File: config.mk
export PLATFORM = sky130hd
export DESIGN_NAME = move_controller_flat
export DESIGN_NICKNAME = d
export VERILOG_FILES = /design/src/rtl/move_controller_if.sv /design/src/rtl/move_controller.sv /design/src/flat_wrapper.sv
export SDC_FILE = /design/constraint.sdc
export NUM_CORES = 1
export LEC_CHECK = 0
export ABC_CLOCK_PERIOD_IN_PS = 2500
export BUFFER_PORTS_ARGS = -buffer_cell sky130_fd_sc_hd__buf_2
export CORE_MARGIN = 4
export CORE_UTILIZATION = 55
export DETAILED_ROUTE_END_ITERATION = 8
export MAX_ROUTING_LAYER = met4
export PLACE_DENSITY = 0.8
export SYNTH_ARGS = -nofsm -noshare
export SYNTH_HDL_FRONTEND = slang
export SYNTH_SLANG_ARGS = --single-unit
File: constraint.sdc
create_clock -name clk -period 2.5 [get_ports clk]
set_input_delay 0.25 -clock clk [delete_from_list [all_inputs] [get_ports clk]]
set_output_delay 0.25 -clock clk [all_outputs]
set_load 0.01 [all_outputs]
File: src/rtl/move_controller_if.sv
// Click, board-read, move-generator and pick/place signals of the move controller.
// master = controller side, slave = surrounding board/generator/mouse logic.
interface move_controller_if;
    logic        click;
    logic [5:0]  click_pos;
    logic [3:0]  sq_code;
    logic [63:0] possible_moves;
    logic        gen_done;
    logic [5:0]  sq_addr;
    logic        gen_req;
    logic [5:0]  gen_pos;
    logic        pick_piece;
    logic        place_piece;
    logic [5:0]  figure_position;
    logic        sel_valid;
    logic [5:0]  sel_pos;
    logic        turn;
    logic        move_done;
    logic        capture;
    logic [3:0]  captured_code;
    logic        game_over;

    modport master (
        input  click, click_pos, sq_code, possible_moves, gen_done,
        output sq_addr, gen_req, gen_pos, pick_piece, place_piece, figure_position,
               sel_valid, sel_pos, turn, move_done, capture, captured_code, game_over
    );
    modport slave (
        output click, click_pos, sq_code, possible_moves, gen_done,
        input  sq_addr, gen_req, gen_pos, pick_piece, place_piece, figure_position,
               sel_valid, sel_pos, turn, move_done, capture, captured_code, game_over
    );
endinterface

File: src/rtl/move_controller.sv
// Turns square clicks into pick/place sequences for the board: turn order, own-piece
// selection, legal destinations from the generator mask, capture and king-capture reporting.
module move_controller #(
    parameter int RD_LAT      = 2,
    parameter int GEN_TIMEOUT = 255
) (
    input logic               clk,
    input logic               rst,
    move_controller_if.master bus
);
    localparam int CMAX = (RD_LAT > GEN_TIMEOUT) ? RD_LAT : GEN_TIMEOUT;
    localparam int CW   = $clog2(CMAX + 1);

    typedef enum logic [2:0] {
        IDLE, RD_SRC, WAIT_GEN, PICK, SELECTED, RD_DST, PLACE, PLACE_BACK
    } state_t;

    state_t        state, state_nxt;
    logic [CW-1:0] cnt, cnt_nxt;
    logic [5:0]    src, src_nxt, dst, dst_nxt;
    logic [63:0]   mask, mask_nxt;
    logic          cap_flag, cap_flag_nxt;
    logic [3:0]    cap_code, cap_code_nxt;

    logic [5:0] sq_addr_nxt, gen_pos_nxt, fig_nxt, sel_pos_nxt;
    logic [3:0] captured_code_nxt;
    logic       gen_req_nxt, pick_nxt, place_nxt, move_done_nxt, capture_nxt;
    logic       sel_valid_nxt, turn_nxt, game_over_nxt;
    logic       own;

    assign own = bus.turn ? (bus.sq_code >= 4'd7 && bus.sq_code <= 4'd12)
                          : (bus.sq_code >= 4'd1 && bus.sq_code <= 4'd6);

    always_comb begin
        state_nxt         = state;
        cnt_nxt           = cnt + 1'b1;
        src_nxt           = src;
        dst_nxt           = dst;
        mask_nxt          = mask;
        cap_flag_nxt      = cap_flag;
        cap_code_nxt      = cap_code;
        sq_addr_nxt       = bus.sq_addr;
        gen_pos_nxt       = bus.gen_pos;
        fig_nxt           = bus.figure_position;
        sel_valid_nxt     = bus.sel_valid;
        sel_pos_nxt       = bus.sel_pos;
        turn_nxt          = bus.turn;
        captured_code_nxt = bus.captured_code;
        game_over_nxt     = bus.game_over;
        gen_req_nxt       = 1'b0;
        pick_nxt          = 1'b0;
        place_nxt         = 1'b0;
        move_done_nxt     = 1'b0;
        capture_nxt       = 1'b0;

        case (state)
            IDLE: if (bus.click && !bus.game_over) begin
                src_nxt     = bus.click_pos;
                sq_addr_nxt = bus.click_pos;
                state_nxt   = RD_SRC;
            end
            RD_SRC: if (cnt == CW'(RD_LAT - 1)) begin
                if (own) begin
                    gen_req_nxt = 1'b1;
                    gen_pos_nxt = src;
                    state_nxt   = WAIT_GEN;
                end else begin
                    state_nxt = IDLE;
                end
            end
            WAIT_GEN: begin
                // A gen_done arriving on the timeout edge still wins.
                if (bus.gen_done) begin
                    mask_nxt      = bus.possible_moves;
                    pick_nxt      = 1'b1;
                    fig_nxt       = src;
                    sel_valid_nxt = 1'b1;
                    sel_pos_nxt   = src;
                    state_nxt     = PICK;
                end else if (cnt == CW'(GEN_TIMEOUT - 1)) begin
                    state_nxt = IDLE;
                end
            end
            PICK: state_nxt = SELECTED;
            SELECTED: if (bus.click) begin
                if (bus.click_pos == src) begin
                    dst_nxt   = bus.click_pos;
                    state_nxt = PLACE_BACK;
                end else if (mask[6'd63 - bus.click_pos]) begin
                    dst_nxt     = bus.click_pos;
                    sq_addr_nxt = bus.click_pos;
                    state_nxt   = RD_DST;
                end
            end
            RD_DST: if (cnt == CW'(RD_LAT - 1)) begin
                cap_flag_nxt = (bus.sq_code != 4'd0);
                cap_code_nxt = bus.sq_code;
                state_nxt    = PLACE;
            end
            PLACE: begin
                place_nxt     = 1'b1;
                fig_nxt       = dst;
                move_done_nxt = 1'b1;
                if (cap_flag) begin
                    capture_nxt       = 1'b1;
                    captured_code_nxt = cap_code;
                    if (cap_code == 4'd6 || cap_code == 4'd12) game_over_nxt = 1'b1;
                end
                turn_nxt      = ~bus.turn;
                sel_valid_nxt = 1'b0;
                state_nxt     = IDLE;
            end
            PLACE_BACK: begin
                place_nxt     = 1'b1;
                fig_nxt       = src;
                sel_valid_nxt = 1'b0;
                state_nxt     = IDLE;
            end
            default: state_nxt = IDLE;
        endcase

        if (state_nxt != state) cnt_nxt = '0;
    end

    always_ff @(posedge clk or negedge rst) begin
        if (!rst) begin
            state               <= IDLE;
            cnt                 <= '0;
            src                 <= '0;
            dst                 <= '0;
            mask                <= '0;
            cap_flag            <= 1'b0;
            cap_code            <= '0;
            bus.sq_addr         <= '0;
            bus.gen_req         <= 1'b0;
            bus.gen_pos         <= '0;
            bus.pick_piece      <= 1'b0;
            bus.place_piece     <= 1'b0;
            bus.figure_position <= '0;
            bus.sel_valid       <= 1'b0;
            bus.sel_pos         <= '0;
            bus.turn            <= 1'b0;
            bus.move_done       <= 1'b0;
            bus.capture         <= 1'b0;
            bus.captured_code   <= '0;
            bus.game_over       <= 1'b0;
        end else begin
            state               <= state_nxt;
            cnt                 <= cnt_nxt;
            src                 <= src_nxt;
            dst                 <= dst_nxt;
            mask                <= mask_nxt;
            cap_flag            <= cap_flag_nxt;
            cap_code            <= cap_code_nxt;
            bus.sq_addr         <= sq_addr_nxt;
            bus.gen_req         <= gen_req_nxt;
            bus.gen_pos         <= gen_pos_nxt;
            bus.pick_piece      <= pick_nxt;
            bus.place_piece     <= place_nxt;
            bus.figure_position <= fig_nxt;
            bus.sel_valid       <= sel_valid_nxt;
            bus.sel_pos         <= sel_pos_nxt;
            bus.turn            <= turn_nxt;
            bus.move_done       <= move_done_nxt;
            bus.capture         <= capture_nxt;
            bus.captured_code   <= captured_code_nxt;
            bus.game_over       <= game_over_nxt;
        end
    end
endmodule

File: src/flat_wrapper.sv
// flat-port wrapper written by rule: the top's interface ports become plain ports
module move_controller_flat 
#(
    parameter int RD_LAT      = 2,
    parameter int GEN_TIMEOUT = 255
)
  (clk, rst, bus_click, bus_click_pos, bus_sq_code, bus_possible_moves, bus_gen_done, bus_sq_addr, bus_gen_req, bus_gen_pos, bus_pick_piece, bus_place_piece, bus_figure_position, bus_sel_valid, bus_sel_pos, bus_turn, bus_move_done, bus_capture, bus_captured_code, bus_game_over);
  move_controller_if bus_i ();
  input logic clk;
  input logic rst;
  input wire logic [$bits(bus_i.click)-1:0] bus_click;
  input wire logic [$bits(bus_i.click_pos)-1:0] bus_click_pos;
  input wire logic [$bits(bus_i.sq_code)-1:0] bus_sq_code;
  input wire logic [$bits(bus_i.possible_moves)-1:0] bus_possible_moves;
  input wire logic [$bits(bus_i.gen_done)-1:0] bus_gen_done;
  output wire logic [$bits(bus_i.sq_addr)-1:0] bus_sq_addr;
  output wire logic [$bits(bus_i.gen_req)-1:0] bus_gen_req;
  output wire logic [$bits(bus_i.gen_pos)-1:0] bus_gen_pos;
  output wire logic [$bits(bus_i.pick_piece)-1:0] bus_pick_piece;
  output wire logic [$bits(bus_i.place_piece)-1:0] bus_place_piece;
  output wire logic [$bits(bus_i.figure_position)-1:0] bus_figure_position;
  output wire logic [$bits(bus_i.sel_valid)-1:0] bus_sel_valid;
  output wire logic [$bits(bus_i.sel_pos)-1:0] bus_sel_pos;
  output wire logic [$bits(bus_i.turn)-1:0] bus_turn;
  output wire logic [$bits(bus_i.move_done)-1:0] bus_move_done;
  output wire logic [$bits(bus_i.capture)-1:0] bus_capture;
  output wire logic [$bits(bus_i.captured_code)-1:0] bus_captured_code;
  output wire logic [$bits(bus_i.game_over)-1:0] bus_game_over;
  assign bus_i.click = bus_click;
  assign bus_i.click_pos = bus_click_pos;
  assign bus_i.sq_code = bus_sq_code;
  assign bus_i.possible_moves = bus_possible_moves;
  assign bus_i.gen_done = bus_gen_done;
  assign bus_sq_addr = bus_i.sq_addr;
  assign bus_gen_req = bus_i.gen_req;
  assign bus_gen_pos = bus_i.gen_pos;
  assign bus_pick_piece = bus_i.pick_piece;
  assign bus_place_piece = bus_i.place_piece;
  assign bus_figure_position = bus_i.figure_position;
  assign bus_sel_valid = bus_i.sel_valid;
  assign bus_sel_pos = bus_i.sel_pos;
  assign bus_turn = bus_i.turn;
  assign bus_move_done = bus_i.move_done;
  assign bus_capture = bus_i.capture;
  assign bus_captured_code = bus_i.captured_code;
  assign bus_game_over = bus_i.game_over;
  move_controller #(.RD_LAT(RD_LAT), .GEN_TIMEOUT(GEN_TIMEOUT)) u_core (.clk(clk), .rst(rst), .bus(bus_i));
endmodule
== Yosys cells after proc, flatten, opt, wreduce, memory -nomap -nowiden ==
Cells that the tools add are included.

* $add $sub $neg: 2
* Order comparisons: 5
* Equal/unequal tests: 18
* Muxes and demuxes: 33
* Bitwise logic cells: 1
* Reduce and logical (&&, ||, !) cells: 22

{| class="wikitable"
|+ Operators by type and width
! kind !! number
|-
| 6-bit 2-to-1 mux || 6
|-
| 3-bit 2-to-1 mux || 8
|-
| 3-bit case mux with 7 select lines || 1
|-
| 6-bit case mux with 3 select lines || 1
|-
| 3-bit equality test (second input constant) || 4
|-
| 1-bit 2-to-1 mux || 12
|-
| 6-bit case mux with 2 select lines || 1
|-
| 2-bit AND reduction || 6
|-
| 3-bit AND reduction || 3
|-
| 8-bit by 1-bit adder with 8-bit output (second input constant) || 1
|-
| 8-bit by 1-bit equality test with 1-bit output (second input constant) || 1
|-
| 8-bit equality test (second input constant) || 1
|-
| 8-bit 2-to-1 mux || 1
|-
| 6-bit by 7-bit less-than comparator with 1-bit output (second input constant) || 1
|-
| 1-bit binary-select mux with 6-bit select || 1
|-
| 3-bit by 2-bit equality test with 1-bit output (second input constant) || 2
|-
| 6-bit equality test || 1
|-
| 2-bit inequality test (second input constant) || 3
|-
| 2-bit nonzero test || 3
|-
| 6-bit subtractor (first input constant) || 1
|-
| 5-bit AND reduction || 1
|-
| 4-bit by 3-bit equality test with 1-bit output (second input constant) || 1
|-
| 4-bit equality test (second input constant) || 1
|-
| 4-bit by 1-bit >= comparator with 1-bit output (second input constant) || 1
|-
| 16 further kinds || 19
|}

* Bits in registers: 128
* Output and inout bits: 36
* Word-level logic and storage cells: 101

== Logic depth before layout (Yosys ltp) ==
Gate-level depths: netlist of run 1.

* Depth in word-level cells: 9
* Gate-level depth with buffers: 10

== Worst setup path after synthesis of run 1 ==
Ideal clock, no wire load.

* Kind: input to register
* Start: input port bus_click_pos[3]
* End: register u_core.bus.sq_addr[0]
* Arrival time: 2.081 ns
* Setup slack: 0.294 ns
* Cell stages on the path: 10
* Path through: buf_2 > buf_2 > nor2_1 > a22oi_1 > o211ai_1 > a31oi_1 > a21oi_1 > or4_1 > buf_6 > mux2_4

* Word-level cells in the longest chain between the ends: 5

{| class="wikitable"
|+ Ends and longest elaborated chain
! what !! RTL line !! text
|-
| start: declaration || flat_wrapper.sv:12 || <nowiki>input wire logic [$bits(bus_i.click_pos)-1:0] bus_click_pos;</nowiki>
|-
| 6-bit subtractor || move_controller.sv:89 || <nowiki>end else if (mask[6'd63 - bus.click_pos]) begin</nowiki>
|-
| 1-bit binary-select mux with 6-bit select || move_controller.sv:89 ||
|-
| 1-bit 2-to-1 mux (implied by the code) || move_controller.sv:89 ||
|-
| 2-bit by 1-bit inequality test with 1-bit output (no source line) || -- ||
|-
| 5-bit AND reduction (no source line) * || -- ||
|-
| end signal: assignment || move_controller.sv:155 || <nowiki>bus.sq_addr <= sq_addr_nxt;</nowiki>
|-
| end: declaration || move_controller_if.sv:25 || <nowiki>output sq_addr, gen_req, gen_pos, pick_piece, place_piece, figure_position,</nowiki>
|}

Mark *: on every way between the ends. The rest lies on a longest branch, timed or not. The select of a mux whose other input is x is not followed.
A chain may end at the register's enable or synchronous reset.

== Final worst setup path of run 1 ==
* Start: register u_core.src[0]
* End: register u_core.dst[2]

* Word-level cells in the longest chain between the ends: 3

{| class="wikitable"
|+ Ends and longest elaborated chain
! what !! RTL line !! text
|-
| start: declaration || move_controller.sv:20 || <nowiki>logic [5:0] src, src_nxt, dst, dst_nxt;</nowiki>
|-
| start signal: assignment || move_controller.sv:150 || <nowiki>src <= src_nxt;</nowiki>
|-
| 6-bit equality test * || move_controller.sv:86 || <nowiki>if (bus.click_pos == src) begin</nowiki>
|-
| 2-bit nonzero test (no source line) || -- ||
|-
| 3-bit AND reduction (no source line) || -- ||
|-
| end signal: assignment || move_controller.sv:151 || <nowiki>dst <= dst_nxt;</nowiki>
|-
| end: declaration || move_controller.sv:20 ||
|}

Mark *: on every way between the ends. The rest lies on a longest branch, timed or not.

==> summary by stage, run 1 <==
Pwr
Of the total power, the clock network draws 0.279. The sequential share of power is 0.419. The internal power of the cells is 6.139 mW. The switching power of the nets is approximately 2.8 mW. The portion of total power attributed to combinational logic is 0.302.

Of the total power, the share spent switching nets is 0.3151. The power density normalized to cell area is 1137 mW/mm². The analysis attributes to cell leakage a power of 3.751 nW. The largest vdd supply drop is 0.6533 mV.

Worst setup path
The critical path is of the reg -> reg type. For the worst setup path, the data required time is roughly 2.9 ns. The endpoint identified for the worst register-to-register timing path is u_core.dst[2]$_DFFE_PN0P_. In this run the register-to-register setup slack is about 0.19 ns.

The number of cells on the worst reg-to-reg path is 7. The worst setup path is captured at a flop. The critical path startpoint category is a flop. The startpoint of the worst-slack reg-to-reg timing path is u_core.src[0]$_DFFE_PN0P_. Of all nets on the critical path, the largest fanout is 6.

For the worst setup path, the data arrival time is roughly 2.7 ns.

Clock network
The later pin in the worst-skew pair is clocked with a latency of ~0.52 ns. The count of H-tree levels built during CTS is 4. The master cell of the clock root buffer is clkbuf_8. The buffer depth of the longest clock path is 2. TritonCTS built the clock tree. Once the clock tree was built, the setup fixing pass inserted 0 buffers. The number of clock buffers inserted by TritonCTS is 17. The CTS clock-pin slew for the worst setup and hold paths is 0.06 ns. CTS saw roughly 130 sinks.

Detailed routing
The ratio of routed vias to standard cells is 5.456. The first detailed-routing pass took 4 iterations. The total routed wirelength is 14,530 µm.

The remaining antenna violation count is 0. The average wire per cell in the routed design is approximately 18 µm. The total number of vias is 4,327. The post-route DRC violation count is 0. The violation count after the first detailed-route iteration is 207.

Synthesis
The cell count after synthesis is approximately 450. Counting flops with an async set or reset pin after synthesis yields a share of 1.000. The netlist area before placement is 0.005816 mm². The share of the Yosys chip area taken by registers is 0.5508.

The unique cell type count in the Yosys netlist is 53. The average size of a mapped cell is 13.04 µm². Synthesis produced a netlist with a net count of 527. Synthesis inferred 128 register bits. The number of enable-type register cells in the synthesized netlist is 0. For this run, the number of Yosys warnings is 0. The dominant synthesized flop cell is dfrtp_1.

Place
In this run the tool buffered the top-level ports with 113 buffer cells. The final weighted congestion in routability-driven placement is ~0.84. The total instance count after detailed placement is between 600 and 700. The HPWL reported at the end of detailed placement is 9478 µm.

STA
Clock skew on the completed layout was measured at 0.01031 ns. Setup violations remaining at the end of the flow were counted as 0. Setup repair after global routing left no endpoint under its margin. After layout, the minimum clock period comes to roughly 2.3 ns. At the pin with the least slew margin, the transition time is 0.6514 ns. Dividing the final minimum period by the clock period gives 0.9256. The number of endpoints with negative hold slack in the final report was 0. The final max-slew violation count is 0. Static timing analysis puts the maximum clock frequency at 432.2 MHz.

The relative slew slack is 0.5658. After routing, the total negative slack on setup checks comes to 0 ns.

Global routing
Entering global routing, the biggest net connects 63 pins. The global router's overall resource usage is 0.2557. The via count of the first global-routing pass was around 4,700. The first global-routing pass estimated 24,210 µm of wire.

The initial antenna violation count was 0. The total congestion overflow is 0.

Die
The die is 110.8 µm tall. The effective utilization at floorplan is 0.5633. The floorplan core area is around 0.010 mm². The area of the die is 0.01228 mm². The floorplan has 37 rows. The die outline width is 110.8 µm. The top-level port count is 114.

Hold path
The capture endpoint of the worst hold path is u_core.cap_code[1]$_DFFE_PN0P_. The worst hold path begins at bus_sq_code[1]. The depth of the worst hold-timing path is 2.

The min-delay analysis places its worst path in the category in -> reg.

Run
The max-cap check violation count is 0.

Final layout
For this run, the post-layout net count is 725. The number of inserted filler cells in the final layout is 608. The number of standard cells in the final layout excluding fillers is 793. 0 antenna diodes ended up in the layout. In the final layout, the share of cells above drive strength 1 is 0.4231.

The layout-stage area growth over the synthesis result is 35.59%.

Run status
The flow ran to the end, and the final reports show no timing, DRC or antenna violations.
==> layout by cell type, fill, tap and decap left out, drive strengths merged, types with 6 or more instances in the layout <==
master / synthesis / final
clkbuf: 16 / 20
o22ai: 7 / 7
nor2: 34 / 34
dlygate4sd3: 0 / 65
mux2: 102 / 102
buf: 8 / 138
dfrtp: 128 / 128
nand3: 14 / 14
inv: 12 / 14
xor2: 10 / 10
nand2: 14 / 14
a21oi: 6 / 6
mux2i: 23 / 23
==> metrics by stage <==
stage	power [mW]	utilization	setup WS (ns)	cell area, µm²	hold slack (ns)
after global placement	6.205	0.6423	0.09348	6631	0.3077
final	8.964	0.7638	0.1860	7885	0.04418
after floorplan	5.374	-	0.2937	5816	-0.04559
after CTS	8.982	0.7638	0.1809	7885	0.01608
after global routing	9.460	0.7638	0.02209	7885	0.04050
after detailed placement	6.364	0.6423	0.05252	6631	0.3184
==> power by group through the flow <==
| stage | sequential, mW | combinational, mW | clock [mW] |
|---|---|---|---|
| after floorplan | 3.60 | 1.77 | 0 |
| after global placement | 3.72 | 2.49 | 0 |
| after detailed placement | 3.77 | 2.59 | 0 |
| after CTS | 3.75 | 2.71 | 2.52 |
| after global routing | 3.88 | 2.94 | 2.64 |
| final | 3.75 | 2.71 | 2.51 |
==> registers in the layout, summed over array words and instances, names as in the netlist <==
name                        flops
u_core.bus.capture              1
u_core.bus.captured_code        4
u_core.bus.figure_position      6
u_core.bus.game_over            1
u_core.bus.gen_pos              6
u_core.bus.gen_req              1
u_core.bus.move_done            1
u_core.bus.pick_piece           1
u_core.bus.place_piece          1
u_core.bus.sel_pos              6
u_core.bus.sel_valid            1
u_core.bus.sq_addr              6
u_core.bus.turn                 1
u_core.cap_code                 4
u_core.cap_flag                 1
u_core.cnt                      8
u_core.dst                      6
u_core.mask                    64
u_core.src                      6
u_core.state                    3
==> critical path: stages (launching register included) <==
cell	delay, ns
dfrtp_1	0.47
xor2_1	0.20
nor4_1	0.27
nand3_1	0.16
nand2_1	0.13
o2111ai_1	0.22
nor3_4	0.37
mux2_2	0.39
==> metal layers <==
metal | track usage | routed length, µm
met5 | - | 0
met4 | 0.08785 | 323
met3 | 0.06004 | 765
met2 | 0.4268 | 7512
met1 | 0.3066 | 5923
==> final cells by class <==
class | instances | area, µm² | share of cell area
Sequential cell | 128 | 3203 | 0.4062
Multi-Input combinational cell | 282 | 2432 | 0.3085
Timing Repair Buffer | 203 | 1431 | 0.1815
Clock buffer | 20 | 445.4 | 0.05649
Tap cell | 136 | 170.2 | 0.02158
Clock inverter | 12 | 157.7 | 0.01999
Inverter | 12 | 45.04 | 0.005712
==> kinds of logic after synthesis <==
group	Yosys count	synth area share
compound gates	47	0.05788
buf+inv	36	0.03119
flops	128	0.5508
simple gates	89	0.07487
xor+xnor	14	0.02108
mux	129	0.2577
fa+ha+maj	3	0.006455
==> how the worst max path moves through the flow <==
stage,cells past startpoint,slack [ns],startpoint,to
CTS,7,0.18,u_core.src[0]$_DFFE_PN0P_,u_core.dst[2]$_DFFE_PN0P_
global route,7,0.02,u_core.src[0]$_DFFE_PN0P_,u_core.dst[5]$_DFFE_PN0P_
detailed placement,9,0.05,bus_click_pos[2],u_core.dst[5]$_DFFE_PN0P_
floorplan,10,0.29,bus_click_pos[3],u_core.bus.sq_addr[0]$_DFFE_PN0P_
global placement,10,0.09,bus_click_pos[2],u_core.bus.sq_addr[4]$_DFFE_PN0P_
finish,7,0.19,u_core.src[0]$_DFFE_PN0P_,u_core.dst[2]$_DFFE_PN0P_
==> cell usage after synthesis (5+ instances only) <==
| library cell | n | area (µm²) |
|---|---|---|
| a21oi_1 | 6 | 30.03 |
| a22oi_1 | 5 | 37.54 |
| clkbuf_1 | 15 | 56.30 |
| dfrtp_1 | 128 | 3203 |
| inv_1 | 12 | 45.04 |
| mux2_2 | 96 | 1081 |
| mux2_4 | 6 | 90.09 |
| mux2i_1 | 23 | 230.2 |
| nand2_1 | 14 | 52.55 |
| nand3_1 | 14 | 70.07 |
| nor2_1 | 34 | 127.6 |
| o21ai_0 | 5 | 25.02 |
| o22ai_1 | 7 | 43.79 |
| xor2_1 | 10 | 87.58 |
==> what timing repair did <==
action / CTS / global route
setup endpoints to repair: 0 / 0
gates resized for setup: 0 / 0
hold buffers: 65 / 0
hold endpoints to repair: 112 / 0
Note: power is estimated with default switching activity, not from simulation.
==> inputs of run 2 (changes only) <==
--- a/config.mk
+++ b/config.mk
@@ -12,6 +12,7 @@
 export DETAILED_ROUTE_END_ITERATION = 8
 export MAX_ROUTING_LAYER = met4
 export PLACE_DENSITY = 0.8
+export REMOVE_ABC_BUFFERS = 1
 export SYNTH_ARGS = -nofsm -noshare
 export SYNTH_HDL_FRONTEND = slang
 export SYNTH_SLANG_ARGS = --single-unit
==> summary by stage, run 2 (synthesis results as in run 1) <==
Run status
The flow ran to the end, and the final reports show no timing, DRC or antenna violations.

Die
The floorplan step set the die width to about 110 µm. The total number of placement rows is 37. The floorplan core area is 0.01032 mm². The area of the die is 0.01228 mm². The top-level port count is 114. In this run the vertical extent of the chip is 110.8 µm. The effective utilization at floorplan is 0.5633.

Clock network
The clock passes through at most 2 buffers. The master cell of the clock root buffer is clkbuf_8. The clock tree synthesis step divided the H-tree into 4 levels. Clock latency on the worst-skew pair, taken at its later pin, is about 0.52 ns.

The clock net in this run drives a total of roughly 130 sinks. Buffers inserted during clock tree synthesis total 17. The clock tree from TritonCTS is built. Post-CTS timing repair inserted 0 buffers for setup. The number of gates given a new drive strength after cts is 0. After clock tree synthesis, the clock-pin slew on the worst setup and hold paths is 0.06 ns.

In this run, post-CTS hold repair placed 65 buffers.

Place
During placement, the flow inserted port buffers numbering 113. The HPWL reported at the end of detailed placement is between 9000 and 10,000 µm. The final weighted congestion in routability-driven placement is 0.8440. After detailed placement, the total cell area comes to around 0.0066 mm².

Worst setup path
The count of buffering cells on the critical path with inverters included is 1. The number of cells on the worst reg-to-reg path is 8. Among all stages on the critical path, the largest delay is contributed by dfrtp_1. The critical path depth in cells is 8. The setup slack of the worst register-to-register path is around 0.18 ns.

Walking the worst path, the cells encountered are xor2_1 > nor4_1 > nand3_1 > nand2_1 > o2111ai_1 > buf_4 > nor3_4 > mux2_2. The highest fanout seen on the critical path is 6. The required time of the critical path is ~2.9 ns. STA classifies the critical path startpoint as a flop. The delay of the slowest critical-path stage is about 0.45 ns. The endpoint arrival time on the critical path is between 2 and 3 ns. The endpoint kind of the worst setup timing path is a flop. The capturing point of the worst reg2reg path is u_core.dst[2]$_DFFE_PN0P_. The category of cells accounting for the largest share of critical-path delay is simple AND/OR/NAND/NOR gates.

The critical path is of the reg -> reg type. The startpoint identified for the worst register-to-register timing path is u_core.src[0]$_DFFE_PN0P_.

Global routing
Across every metal layer, demand over resource in global routing totals 0.2579. The via count of the first global-routing pass is 4,919. The initial antenna violation count was 0. The wire length of the first global-routing pass is 24,470 µm. Entering global routing, the biggest net connects between 60 and 70 pins. The total congestion overflow is 0.

Detailed routing
In the final routed layout, each cell accounts on average for 18.40 µm. For this run, design rule violations remaining after detail routing come to 0. The total routed wirelength is 14,520 µm. The remaining antenna violation count is 0. The violation count after the first detailed-route iteration is roughly 230.

The first TritonRoute pass finished after 4 iterations. The ratio of routed vias to standard cells is 5.542. Detailed routing inserted a total of ~4,400 vias.

STA
For this run, the top clock speed supported by timing is 431.1 MHz. The post-layout minimum cycle time is 2.320 ns. The final worst hold slack is 0.02330 ns. The slew at the pin closest to its max-slew limit is 0.5100 ns.

The number of failing setup endpoints in the final timing report is 0. Measured against its own limit, the worst slew margin works out to 0.6600. Of the available clock period, the critical path in the final layout requires 0.9278. The clock arrives with 0.01325 ns of skew. Setup repair after global routing left no endpoint under its margin. The final max-slew violation count is 0. The number of endpoints with negative hold slack in the final report came to 0.

Final layout
Leaving out fill and tap cells, the most frequent cells in the layout are 128 x dfrtp_1, 112 x buf_2, 96 x mux2_2. From synthesis to final layout, the design area changed by 34.38%. The largest registers in the layout are u_core.mask: 64 flops, u_core.cnt: 8 flops.

The library cell used most frequently in the layout, excluding fill and tap cells, is dfrtp_1. The finished cells cover 0.007815 mm². The net total in the final layout is 725. The share of cells above drive strength 1 is 0.4196.

The antenna cell count is 0. The flip-flop count of the largest register after layout is 64. The register with the most flip-flops is u_core.mask.

Hold path
The worst hold path passes through 2 cells. The startpoint identified for the worst hold timing path is bus_sq_code[3]. The capture endpoint of the worst hold path is u_core.cap_code[3]$_DFFE_PN0P_.

The path class of the tightest hold or removal check is in -> reg.

Run
Max-cap violations in this run came to 0.

Pwr
The static leakage power is 3.726 nW. VDD sags by at most 0.6283 mV. The power density normalized to cell area is 1110 mW/mm².
-- run 2: worst reg2reg max path: stages, from the launching register on --
cell	delay, ns
dfrtp_1	0.45
xor2_1	0.19
nor4_1	0.27
nand3_1	0.15
nand2_1	0.13
o2111ai_1	0.15
buf_4	0.19
nor3_4	0.29
mux2_2	0.38
-- run 2: how the worst max path moves through the flow --
stage	slack (ns)	end	startpoint
after floorplan	-0.59	u_core.bus.figure_position[0]$_DFFE_PN0P_	u_core.state[2]$_DFF_PN0_
after global placement	0.15	u_core.dst[5]$_DFFE_PN0P_	bus_click_pos[3]
after detailed placement	0.02	u_core.dst[1]$_DFFE_PN0P_	bus_click_pos[3]
after CTS	0.17	u_core.dst[2]$_DFFE_PN0P_	u_core.src[2]$_DFFE_PN0P_
after global routing	0.04	u_core.dst[2]$_DFFE_PN0P_	u_core.src[2]$_DFFE_PN0P_
final	0.18	u_core.dst[2]$_DFFE_PN0P_	u_core.src[0]$_DFFE_PN0P_
-- run 2: metal layers --
| metal | vias to the layer above | part of all wire | track usage |
|---|---|---|---|
| met5 | - | 0 | - |
| met4 | 0 | 0.025 | 0.09852 |
| met3 | 32 | 0.054 | 0.06769 |
| met2 | 140 | 0.52 | 0.4349 |
| met1 | 2211 | 0.40 | 0.2961 |
| li1 | 1990 | - | - |
-- run 2: cell type report --
cell class	count	area, µm²
Inverter	12	45.04
Clock buffer	22	473.0
Tap cell	136	170.2
Sequential cell	128	3203
Clock inverter	6	60.06
Multi-Input combinational cell	282	2432
Timing Repair Buffer	203	1431
Fill cell	667	2509
-- run 2: per-stage QoR --
step           setup WS (ns)  total power, mW  instances  setup TNS, ns    util
2_1_floorplan        -0.5852            5.325        422         -42.43       -
3_3_place_gp          0.1538            6.167        696              0  0.6423
3_5_place_dp         0.01739            6.328        696              0  0.6423
4_1_cts               0.1677            8.666        789              0  0.7570
5_1_grt              0.03810            9.217        789              0  0.7570
6_report              0.1805            8.678        789              0  0.7570
-- run 2: report_power, final --
| part | internal (mW) | leakage, nW | switching [mW] |
|---|---|---|---|
| logic | 1.52 | 1.89 | 1.16 |
| clock network | 1.39 | 0.260 | 0.836 |
| registers | 3.04 | 1.57 | 0.721 |
| total | 5.96 | 3.73 | 2.72 |
==> inputs of run 3 (changes only) <==
--- a/config.mk
+++ b/config.mk
@@ -5,13 +5,12 @@
 export SDC_FILE = /design/constraint.sdc
 export NUM_CORES = 1
 export LEC_CHECK = 0
-export ABC_CLOCK_PERIOD_IN_PS = 2500
+export ABC_CLOCK_PERIOD_IN_PS = 2800
 export BUFFER_PORTS_ARGS = -buffer_cell sky130_fd_sc_hd__buf_2
 export CORE_MARGIN = 4
-export CORE_UTILIZATION = 55
+export CORE_UTILIZATION = 59
 export DETAILED_ROUTE_END_ITERATION = 8
-export MAX_ROUTING_LAYER = met4
-export PLACE_DENSITY = 0.8
+export PLACE_DENSITY = 0.85
 export REMOVE_ABC_BUFFERS = 1
 export SYNTH_ARGS = -nofsm -noshare
 export SYNTH_HDL_FRONTEND = slang
==> constraint.sdc (replaced) <==
create_clock -name clk -period 2.8 [get_ports clk]
set_input_delay 0.28 -clock clk [delete_from_list [all_inputs] [get_ports clk]]
set_output_delay 0.28 -clock clk [all_outputs]
set_load 0.01 [all_outputs]
==> summary by stage, run 3 (synthesis results as in run 1) <==
Run status
The run finished with clean final reports.

Detailed routing
In this run the remaining antenna-violating nets after routing total 0. The post-route DRC violation count is 0. The violation count after the first detailed-route iteration is 288. For this run, the detailed router's first-pass iteration total came to 5.

The average wire per cell in the routed design is 19.74 µm. Using the TritonRoute via totals, the vias-per-cell ratio works out to ~5.8. The routed layout has about 4,400 vias. The total routed wirelength is 14,990 µm.

Worst setup path
The worst setup path is launched from a flop. The setup slack of the worst register-to-register path is 0.29 ns. The critical path runs through a total of 7 cells.

The delay of the slowest critical-path stage is ~0.46 ns. For this design, the slowest cell found on the critical path is dfrtp_1. The critical path class is reg -> reg.

The number of cells on the worst reg-to-reg path is 7. The end of the critical path is u_core.dst[3]$_DFFE_PN0P_. The capturing point of the worst reg2reg path is u_core.dst[3]$_DFFE_PN0P_. The required time of the critical path is 3.20 ns. The critical path goes through xor2_1 > nor4_1 > nand3_1 > nand2_1 > o2111ai_1 > nor3_4 > mux2_2. The source of the critical timing path is u_core.src[2]$_DFFE_PN0P_. The endpoint arrival time on the critical path is 2.90 ns.

The startpoint of the worst-slack reg-to-reg timing path is u_core.src[2]$_DFFE_PN0P_. Broken down by cell family, the worst path's largest delay share belongs to simple AND/OR/NAND/NOR gates. The critical path contains buffers and inverters numbering 0 combined. In this run the worst path has a maximum fanout of 7. The endpoint kind of the worst setup timing path is a flop.

Clock network
The clock passes through at most 2 buffers. The master cell of the clock root buffer is clkbuf_8. Post-CTS timing repair inserted 0 buffers for setup.

The H-tree generated during clock tree synthesis spans 4 levels. TritonCTS built the clock tree. For this design, the sink count on the clock tree is 128.

The number of gates given a new drive strength after cts is 0. Counting the buffers created by CTS gives 17. The CTS clock-pin slew for the worst setup and hold paths is 0.06 ns. The clock latency reported for the late side of the worst-skew pair is 0.52 ns.

Pwr
Dividing total power by cell area gives a power density of approximately 1000 mW/mm². Across the VDD grid, the largest voltage drop is 0.6058 mV. Summing internal, switching and leakage power gives 7.936 mW.

The static leakage power is between 3 and 4 nW.

Global routing
Across every metal layer, demand over resource in global routing totals 0.2765. The wire length of the first global-routing pass is roughly 24,000 µm. The via count of the first global-routing pass is roughly 4,700.

The initial antenna violation count is 0. Entering global routing, the biggest net connects 58 pins. For this run the aggregate overflow at the end of global routing stands at 0.

STA
Setup repair after global routing left no endpoint under its margin. The number of endpoints with negative hold slack in the final report came to 0. For the pin with the worst max-slew slack, the measured transition is 0.5003 ns. The final worst clock skew is 0.01128 ns. Static timing analysis puts the maximum clock frequency at 398.4 MHz. Once routing completed, OpenROAD measured the worst setup slack at 0.2902 ns.

Setup violations remaining at the end of the flow were counted as 0. Dividing the final minimum period by the clock period gives 0.8964. The final max-slew violation count is 0. The worst pin sits at a relative slew slack of 0.6665. The post-layout minimum cycle time is 2.510 ns.

Final layout
The flip-flop count of the largest register after layout is between 60 and 70. The leading cell type in the layout, fill and taps excluded is dfrtp_1. After the last flow step, the layout net total stands at 698.

The largest registers in the layout are u_core.mask: 64 flops, u_core.cnt: 8 flops. The top cell types in the final layout, fill and taps aside, are 128 x dfrtp_1, 112 x buf_2, 96 x mux2_2. The layout-stage area growth over the synthesis result is 31.50%. More flip-flops sit in one register than any other, and that register is u_core.mask. The number of antenna diodes in the final layout is 0.

The number of inserted filler cells in the final layout is roughly 510. For this run, the number of standard cells in the final layout without fillers is between 700 and 800. The share of cells above drive strength 1 is 0.4159. The fraction of the core area covered by cells at the end of the flow is 0.8122.

Die
For this configuration, the core starts out at a cell density of 0.6177. The die outline width is 107.3 µm. The die height is around 110 µm. The area of the die is around 0.012 mm².

The floorplan core area is 0.009415 mm². Pin placement for this block handled 114 I/O pins. The initialized floorplan defines 35 standard-cell rows.

Hold path
The worst hold path belongs to the class in -> reg. The worst hold path begins at bus_possible_moves[55].

Place
Timing analysis after detailed placement gives a worst setup slack of 0.1985 ns. The total instance count after detailed placement is 672. The HPWL reported at the end of detailed placement is 9187 µm. The final weighted congestion in routability-driven placement is 0.8833. In this run the tool buffered the top-level ports with 113 buffer cells.

Run
Across the run, the number of max-cap violations was 0.
## run 3: changes by cell type in the layout (fill, tap and decap cells not counted), moves of 2 or more
cell	delta
buf_4	-18
dlygate4sd3_1	-10
clkinv_4	+2
clkinvlp_4	+3
## run 3: layer usage
| layer | wire [µm] | GRT usage | up-vias | part of all wire |
|---|---|---|---|---|
| met4 | 352 | 0.09498 | 0 | 0.023 |
| met5 | 0 | 0 | - | 0 |
| met3 | 983 | 0.07199 | 35 | 0.066 |
| met2 | 7814 | 0.4884 | 217 | 0.52 |
| met1 | 5835 | 0.3267 | 2186 | 0.39 |
| li1 | - | - | 1954 | - |
## run 3: per-stage QoR
| step | hold WS, ns | setup TNS (ns) | instance area [µm²] |
|---|---|---|---|
| final | 0.01723 | 0 | 7647 |
| after global routing | 0.008198 | 0 | 7647 |
| after CTS | 0.00002226 | 0 | 7627 |
| after detailed placement | 0.2778 | 0 | 6507 |
| after global placement | 0.2795 | 0 | 6507 |
| after floorplan | -0.01559 | -16.90 | 5679 |
## run 3: cell type report
class | instances | area, µm² | share of cell area
clock buffers | 20 | 455.4 | 0.05956
repair buffers | 176 | 1216 | 0.1590
flip-flops and latches | 128 | 3203 | 0.4188
multi-input cells | 282 | 2432 | 0.3181
well taps | 129 | 161.4 | 0.02111
inverters | 12 | 45.04 | 0.005890
clock inverters | 12 | 133.9 | 0.01751
## run 3: report_power, final
group | switching (mW) | total, mW | leakage [nW] | internal [mW]
Combinational | 1.09 | 2.42 | 1.77 | 1.33
Sequential | 0.656 | 3.37 | 1.57 | 2.71
Clock | 0.811 | 2.15 | 0.276 | 1.34
## run 3: timing repair
item | in CTS | in global routing
endpoints found under the setup margin | 0 | 0
endpoints found under the hold margin | 89 | 2
hold buffers | 53 | 2
## run 3: worst min-delay path by stage
stage | end | slack [ns] | cells past startpoint
2_1_floorplan | u_core.bus.capture$_DFF_PN0_ | -0.02 | 0
3_3_place_gp | u_core.bus.capture$_DFF_PN0_ | 0.28 | 1
3_5_place_dp | u_core.bus.captured_code[2]$_DFFE_PN0P_ | 0.28 | 1
4_1_cts | u_core.mask[31]$_DFFE_PN0P_ | 0.00002 | 2
5_1_grt | u_core.mask[39]$_DFFE_PN0P_ | 0.008 | 2
6_report | u_core.mask[55]$_DFFE_PN0P_ | 0.02 | 2
